`config.mk`:
```
export PLATFORM = sky130hd
export DESIGN_NAME = alu_seq_arbiter
export DESIGN_NICKNAME = d
export VERILOG_FILES = /design/src/rtl/alu_seq_arbiter.sv
export SDC_FILE = /design/constraint.sdc
export NUM_CORES = 1
export LEC_CHECK = 0
export BUFFER_PORTS_ARGS = -buffer_cell sky130_fd_sc_hd__buf_2
export CAP_MARGIN = 30
export CORE_AREA = 8 8 91 76
export DETAILED_ROUTE_END_ITERATION = 6
export DIE_AREA = 0 0 99 84
export PLACE_DENSITY = 0.67
export SLEW_MARGIN = 25
export SYNTH_ARGS = -nofsm -noshare
export SYNTH_HDL_FRONTEND = slang
export SYNTH_SLANG_ARGS = --single-unit
```
`constraint.sdc`:
```
create_clock -name clk -period 2.1 [get_ports clk]
set_input_delay 0.63 -clock clk [delete_from_list [all_inputs] [get_ports clk]]
set_output_delay 0.63 -clock clk [all_outputs]
set_load 0.05 [all_outputs]
```
`src/rtl/alu_seq_arbiter.sv`:
```
// Purpose: round-robin sequencer that shares one 8-bit ALU between two requesters, including the multi-cycle divide.
// Latency: a single-cycle op responds one edge after it is accepted; a divide responds one edge after busy falls, or DIV_TIMEOUT edges after entering the wait.
// Backpressure: only one op is in flight at a time; the response is held until rsp_ready, and no new grant is issued until it is taken.
module alu_seq_arbiter #(
  parameter int unsigned DIV_TIMEOUT = 64,
  parameter logic [5:0]  NOP_OP      = 6'b111111
) (
  input  logic       clk,
  input  logic       clrn,
  input  logic       req0_valid,
  output logic       req0_ready,
  input  logic [5:0] req0_op,
  input  logic [7:0] req0_a,
  input  logic [7:0] req0_b,
  input  logic       req1_valid,
  output logic       req1_ready,
  input  logic [5:0] req1_op,
  input  logic [7:0] req1_a,
  input  logic [7:0] req1_b,
  output logic       rsp_valid,
  input  logic       rsp_ready,
  output logic       rsp_id,
  output logic [7:0] rsp_result,
  output logic       rsp_err,
  output logic [7:0] alu_a,
  output logic [7:0] alu_b,
  output logic [5:0] alu_op,
  input  logic [7:0] alu_result,
  input  logic       alu_busy,
  output logic       seq_busy
);

  typedef enum logic [1:0] {S_IDLE, S_ISSUE, S_WAIT_DIV, S_RESP} state_t;

  localparam logic [5:0] DIV_OP   = 6'h03;
  localparam logic [5:0] TMO_LAST = 6'(DIV_TIMEOUT - 1);

  state_t     state_q, state_d;
  logic [5:0] op_q, op_d;
  logic [7:0] a_q, a_d;
  logic [7:0] b_q, b_d;
  logic       id_q, id_d;
  logic [7:0] res_q, res_d;
  logic       err_q, err_d;
  logic       seen_busy_q, seen_busy_d;
  logic [5:0] tmo_cnt_q, tmo_cnt_d;
  logic       rr_ptr_q, rr_ptr_d;
  logic       grant0, grant1;

  function automatic logic op_legal(input logic [5:0] op);
    case (op)
      6'h00, 6'h01, 6'h02, 6'h03, 6'h04,
      6'h08, 6'h09, 6'h0A, 6'h0B, 6'h10, 6'h11: return 1'b1;
      default:                                  return 1'b0;
    endcase
  endfunction

  // A lone requester wins outright; on contention the round-robin pointer decides.
  assign grant0 = req0_valid && (!req1_valid || !rr_ptr_q);
  assign grant1 = req1_valid && (!req0_valid ||  rr_ptr_q);

  // Next-state, register updates and handshake/ALU drive for the sequencer.
  always_comb begin
    state_d     = state_q;
    op_d        = op_q;
    a_d         = a_q;
    b_d         = b_q;
    id_d        = id_q;
    res_d       = res_q;
    err_d       = err_q;
    seen_busy_d = seen_busy_q;
    tmo_cnt_d   = tmo_cnt_q;
    rr_ptr_d    = rr_ptr_q;
    req0_ready  = 1'b0;
    req1_ready  = 1'b0;
    rsp_valid   = 1'b0;
    alu_op      = NOP_OP;

    case (state_q)
      S_IDLE: begin
        req0_ready = grant0;
        req1_ready = grant1;
        if (grant0 || grant1) begin
          op_d     = grant1 ? req1_op : req0_op;
          a_d      = grant1 ? req1_a  : req0_a;
          b_d      = grant1 ? req1_b  : req0_b;
          id_d     = grant1;
          rr_ptr_d = !grant1;
          state_d  = S_ISSUE;
        end
      end
      S_ISSUE: begin
        if (!op_legal(op_q)) begin
          // Illegal ops never reach the ALU; it keeps seeing NOP.
          res_d   = 8'h00;
          err_d   = 1'b1;
          state_d = S_RESP;
        end else if (op_q == DIV_OP) begin
          alu_op      = op_q;
          tmo_cnt_d   = 6'd0;
          seen_busy_d = 1'b0;
          state_d     = S_WAIT_DIV;
        end else begin
          alu_op  = op_q;
          res_d   = alu_result;
          err_d   = 1'b0;
          state_d = S_RESP;
        end
      end
      S_WAIT_DIV: begin
        alu_op      = op_q;
        tmo_cnt_d   = tmo_cnt_q + 6'd1;
        seen_busy_d = seen_busy_q | alu_busy;
        // Completion is tested first so it wins over a simultaneous timeout.
        if (seen_busy_q && !alu_busy) begin
          res_d   = alu_result;
          err_d   = 1'b0;
          state_d = S_RESP;
        end else if (tmo_cnt_q == TMO_LAST) begin
          res_d   = 8'hFF;
          err_d   = 1'b1;
          state_d = S_RESP;
        end
      end
      S_RESP: begin
        rsp_valid = 1'b1;
        if (rsp_ready) state_d = S_IDLE;
      end
      default: state_d = S_IDLE;
    endcase
  end

  // State and latched operation registers; reset drops any in-flight op.
  always_ff @(posedge clk or negedge clrn) begin
    if (!clrn) begin
      state_q     <= S_IDLE;
      op_q        <= 6'd0;
      a_q         <= 8'd0;
      b_q         <= 8'd0;
      id_q        <= 1'b0;
      res_q       <= 8'd0;
      err_q       <= 1'b0;
      seen_busy_q <= 1'b0;
      tmo_cnt_q   <= 6'd0;
      rr_ptr_q    <= 1'b0;
    end else begin
      state_q     <= state_d;
      op_q        <= op_d;
      a_q         <= a_d;
      b_q         <= b_d;
      id_q        <= id_d;
      res_q       <= res_d;
      err_q       <= err_d;
      seen_busy_q <= seen_busy_d;
      tmo_cnt_q   <= tmo_cnt_d;
      rr_ptr_q    <= rr_ptr_d;
    end
  end

  assign alu_a      = a_q;
  assign alu_b      = b_q;
  assign rsp_id     = id_q;
  assign rsp_result = res_q;
  assign rsp_err    = err_q;
  assign seq_busy   = (state_q != S_IDLE);

endmodule

```
-- After elaboration in Yosys (flattened, before gate mapping)
Memories as Yosys holds them, arrays and structs flattened.
Cells that the tools add are included.
Widths: inputs -> output; s select.
- add/sub/neg operators: 1
- equal/unequal tests: 11
- muxes and demuxes: 33
- bitwise gates (word level): 1
- reduce and logical (&&, ||, !) cells: 18
- operator list (cell ; count):
    $mux 8 ; 6
    $mux 6 ; 4
    $pmux 6 s2 ; 2
    $pmux 8 s2 ; 1
    $mux 1 ; 13
    $reduce_and 3->1 ; 3
    $mux 2 ; 4
    $ne 2x2->1 const B ; 4
    $pmux 2 s4 ; 1
    $add 6x1->6 const B ; 1
    $eq 6x2->1 const B ; 1
    $eq 6x6->1 const B ; 1
    $ne 3x3->1 const B ; 2
    $logic_not 1->1 ; 5
    $eq 2x2->1 const B ; 2
    $pmux 1 s2 ; 2
    $reduce_bool 2->1 ; 2
    $logic_and 1x1->1 ; 3
    $logic_or 1x1->1 ; 3
    $eq 2x1->1 const B ; 1
    $logic_not 2->1 ; 1
    $reduce_and 2->1 ; 1
    $or 1x1->1 ; 1
- register bits after elaboration: 42
- bits in read-only memories: 32
- output and inout bits: 36
- logic and storage cells: 75
- memories kept: 1
- memories (memory ; words ; bits a word ; read ports ; clocked after memory_dff ; wr ports ; RTL line ; source):
    (no name shown) ; 32 ; 1 ; 1 ; 0 ; 0 ; 51 ; case (op)

-- Logic depth before layout (Yosys ltp)
- depth after elaboration: 6
- gate-level depth with buffers: 8
- mapped depth without buffers: 7

-- Worst setup path after synthesis
No wires, ideal clock.
- path kind: reg2out
- start: register state_q[0]
- end: output port req0_ready
- arrival: 1.682 ns
- data required time: 1.470 ns
- setup slack: -0.212 ns
- cell stages (with the launch flop): 6
- buffers on the path: 1
- cell sequence: dfrtp_1 inv_1 ha_1 nand3_1 clkinv_1 clkbuf_1
- cells in the longest elaborated chain, start to end: 2
- ends and longest elaborated chain (element ; RTL line ; source):
    from (decl) ; 38 ; state_t state_q, state_d;
    from (signal assigned) ; 147 ; state_q <= state_d;
    $logic_not 2->1 ; 79 ; case (state_q)
    $mux 1 ; 79 ;
    to (decl) ; 11 ; output logic req0_ready,
Every way passes these cells.

-- Worst setup path after layout
- start: register op_q[0]
- end: output port alu_op[3]
- cells in the longest elaborated chain, start to end: 5
- ends and longest elaborated chain (element ; RTL line ; source):
    from (decl) ; 39 ; logic [5:0] op_q, op_d;
    from (signal assigned) ; 148 ; op_q <= op_d;
    $mem_v2 32x1 ; -- ;
    $mux 1 ; 51 ;
    $mux 1 ; 79 ;
    $mux 6 ; 93 ; if (!op_legal(op_q)) begin
    $pmux 6 s2 ; 79 ;
    to (decl) ; 27 ; output logic [5:0] alu_op,
Every way passes these cells. The select of a mux whose other input is x is not followed.

==> results by group <==
Outcome
  – Status: complete, but fails checks
  – Failing checks: negative setup slack

Synth
  – Synth Flop Type: dfrtp_1
  – Post-synthesis mux area share: less than 1%
  – Sequential area share after synthesis: around half
  – Post-synth EDFFs: 0
  – Post-synthesis register bit count: between 40 and 50
  – Simple-gate share of the synthesized area: between 20% and 30%
  – Net count of the mapped netlist: roughly 280
  – Post-Synthesis Cell Area: 2101 um2
  – Synth warn: 0
  – Post-synth cell types: 43
  – Post-synthesis adder-cell area fraction: under 10%
  – Mapped Cells: 220
  – Largest family of logic cells by synthesized area: compound AO/OA/AOI/OAI gates
  – Compound-gate portion of the synthesized area: roughly a fifth
  – Mean Syn Cell Area: around 9.5 um2
  – XOR/XNOR share of the synthesized area: 0%
  – Asr flop ratio synth: 100.0%

STA
  – Final min period: approximately 2.5 ns
  – Max Freq: ~400 MHz
  – Tcrit/Tclk final: 119.0%
  – Worst setup margin: -0.3980 ns
  – Final setup TNS: -2.365 ns
  – # setup viols final: 6
  – RSZ-0062 raised after global routing: true
  – Max-slew headroom: 71.23%
  – Fin Clk Skew: about 0.0044 ns
  – Worst-Margin Slew: approximately 0.43 ns
  – Slew Viols, Final: 0
  – Final hold violation count: 0

Routing
  – Vias: 1983
  – Initial drt markers: 86
  – DRT Wirelength: roughly 5.8 mm
  – Vias/cell: slightly below 5
  – Avg WL per Cell: between 10 and 15 um
  – Antenna Nets Post-Route: 0
  – Drt drc: 0
  – DR pass1 iterations: 4

Setup path
  – CP cell instances: or4_4 > a31oi_4 > o21ai_4 > a21o_4 > buf_6
  – Setup crit start: op_q[0]$_DFFE_PN0P_
  – CP Launch Type: register
  – CP top delay family: simple AND/OR/NAND/NOR gates
  – Worst Path Required: 1.47 ns
  – Worst path slowest cell: or4_4
  – R2r setup slk: between 0.1 and 0.15 ns
  – CP max stage delay: 0.56 ns
  – Buffers & Inverters on Critical Path: 1
  – RR Startpoint: state_q[1]$_DFFE_PN0P_
  – Worst EP arrival: ~1.9 ns
  – Crit Path Max Fanout: 6
  – Setup crit end kind: primary output
  – Kind of critical path: reg -> out

CTS
  – Post-CTS Hold Buffers: 0
  – CTS buffer count: 5
  – H-tree lvl count: 2
  – Clock Sinks: 42
  – Clk root buf: clkbuf_8
  – Clk slew on worst S/H paths: 0.07 ns
  – TritonCTS clock tree: built
  – Clock Path Buffers: 2
  – Worst-Skew Late Latency: about 0.28 ns

Power
  – Logic pwr share: between 70% and 80%
  – Internal power: 2.980 mW
  – Flop pwr share: roughly 22%
  – Leakage power total: 1.601 nW
  – Sw Ratio: roughly half
  – Max VDD drop: between 0.002 and 0.0025 V
  – Clock power share: 7.7%
  – Pwr Density: 2025 nW/um2
  – Switching power: 3.195 mW

Global route
  – Vias in the first global route: 2090
  – First-pass GRT wire length: between 9 and 10 mm
  – Pin count of the biggest net entering global routing: 26
  – Total GRT Usage: between 10% and 20%
  – Remaining global-route overflow: 0
  – Initial antenna violation count: 0

Cells and area
  – Cell area after layout: 3049 um2
  – # fillers: 496
  – Layout Cells excl Fill: 404
  – Area Growth Syn to Fin: 45.15%
  – Layout cells sized above 1: between 40% and 50%
  – Nets: 402
  – Antenna Cells: 0

Die
  – Die Y: between 80 and 90 um
  – Core box area: about 5400 um2
  – Die W: between 90 and 100 um
  – Ports: between 90 and 100
  – Row count: 24
  – Starting density of the core: 39.08%
  – Die area: slightly above 8000 um2

Place
  – Placed instance count: between 300 and 400
  – Placer Congestion: 0.7549
  – DPL Wire Length: between 4 and 5 mm
  – Port Buf Inserts: 93
  – Cell area after placement: 2868 um2

Hold path
  – Hold Path Class: in -> async

Run
  – Max Cap Viol: 0
area by class of cell:
class | instances | area, um2 | share of cell area, %
multi-input cells | 155 | 1047 | 34.35
well taps | 65 | 81.33 | 2.667
repair buffers | 122 | 742.0 | 24.33
clock inverters | 2 | 10.01 | 0.3283
flip-flops and latches | 42 | 1051 | 34.47
inverters | 13 | 48.80 | 1.600
clock buffers | 5 | 68.82 | 2.257
flip-flops by register name, summed over array words and instances, names as in the netlist:
| signal | cells |
|---|---|
| state_q | 2 |
| tmo_cnt_q | 6 |
| seen_busy_q | 1 |
| rsp_id | 1 |
| rsp_result | 8 |
| rsp_err | 1 |
| alu_a | 8 |
| alu_b | 8 |
| rr_ptr_q | 1 |
| op_q | 6 |
kinds of logic (layout without fill, tap and decap cells):
family,after synthesis,after routing
DFF,42,42
and+or+nand+nor,91,91
adders and majority gates,5,5
AOI/OAI and AO/OA,58,58
buffers and inverters,23,142
muxes,1,1
worst paths after layout:
| check | endpoint | depth (start not counted) |
|---|---|---|
| worst min-delay path | tmo_cnt_q[2]$_DFFE_PN0P_ | 1 |
| min in group clk | alu_b[1]$_DFFE_PN0P_ | 2 |
| max in group asynchronous | state_q[0]$_DFFE_PN0P_ | 2 |
| worst max-delay path | alu_op[3] | 5 |
| worst max register to register | tmo_cnt_q[3]$_DFFE_PN0P_ | 6 |
| worst min register to register | alu_b[1]$_DFFE_PN0P_ | 2 |
cell usage in the layout, fill, tap and decap left out, types with 2 or more instances in the layout:
master	synthesis	routed
nand2_1	51	51
nor2_1	11	11
a22oi_1	19	19
a21oi_1	4	4
o22ai_1	4	4
clkinv_2	0	2
ha_1	5	4
o21ai_0	5	4
or2_2	4	4
inv_2	0	2
clkbuf_8	0	5
o2bb2ai_1	8	8
or4b_1	3	3
buf_6	0	7
buf_4	0	29
inv_1	12	10
dfrtp_1	42	42
a21o_4	0	6
buf_2	1	85
nand3_1	10	10
layer usage:
layer,up-vias,part of all wire (%),GRT usage (%)
met3,2,6.7,4.500
met1,906,48,17.63
li1,1013,-,-
met4,0,0.61,4.033
met2,62,45,22.12
met5,-,0,0
cells in the mapped netlist, types with 2 or more instances:
master / n / share of area [%]
o2bb2ai_1: 8 / 3.3
clkbuf_1: 7 / 1.3
o22ai_1: 4 / 1.2
nand3_1: 10 / 2.4
a21oi_1: 4 / 0.95
nor2_1: 11 / 2.0
or3_2: 2 / 0.71
a21o_1: 6 / 2.1
or4b_1: 3 / 1.4
dfrtp_1: 42 / 50
inv_1: 12 / 2.1
o21ai_0: 5 / 1.2
ha_1: 5 / 3.0
nand2_1: 51 / 9.1
or2_2: 4 / 1.2
a22oi_1: 19 / 6.8
power by group through the flow:
stage	clock (mW)	sequential, mW	combinational, mW
after floorplan	0	2.23	2.13
after global placement	0	1.38	3.97
after detailed placement	0	1.39	4.02
after CTS	0.496	1.38	4.31
after global routing	0.531	1.42	4.65
final	0.473	1.38	4.32
repair_timing:
item / in CTS / in global routing
pin swaps: 3 / 2
buffers inserted: 3 / 2
endpoints found under the setup margin: 8 / 9
resized for setup: 16 / 4
hold endpoints to repair: 0 / 0
per-stage QoR:
step / utilization, % / power (mW) / hold slack [ns] / worst slack [ns]
6_report: 56.73 / 6.175 / 0.2818 / -0.3980
5_1_grt: 56.73 / 6.596 / 0.2985 / -0.4574
4_1_cts: 56.22 / 6.180 / 0.2827 / -0.4512
3_5_place_dp: 53.35 / 5.405 / 0.4569 / -0.1872
3_3_place_gp: 53.35 / 5.350 / 0.4550 / -0.1218
2_1_floorplan: - / 4.363 / 0.3344 / -0.03504
Power figures use the tool's default switching activity.
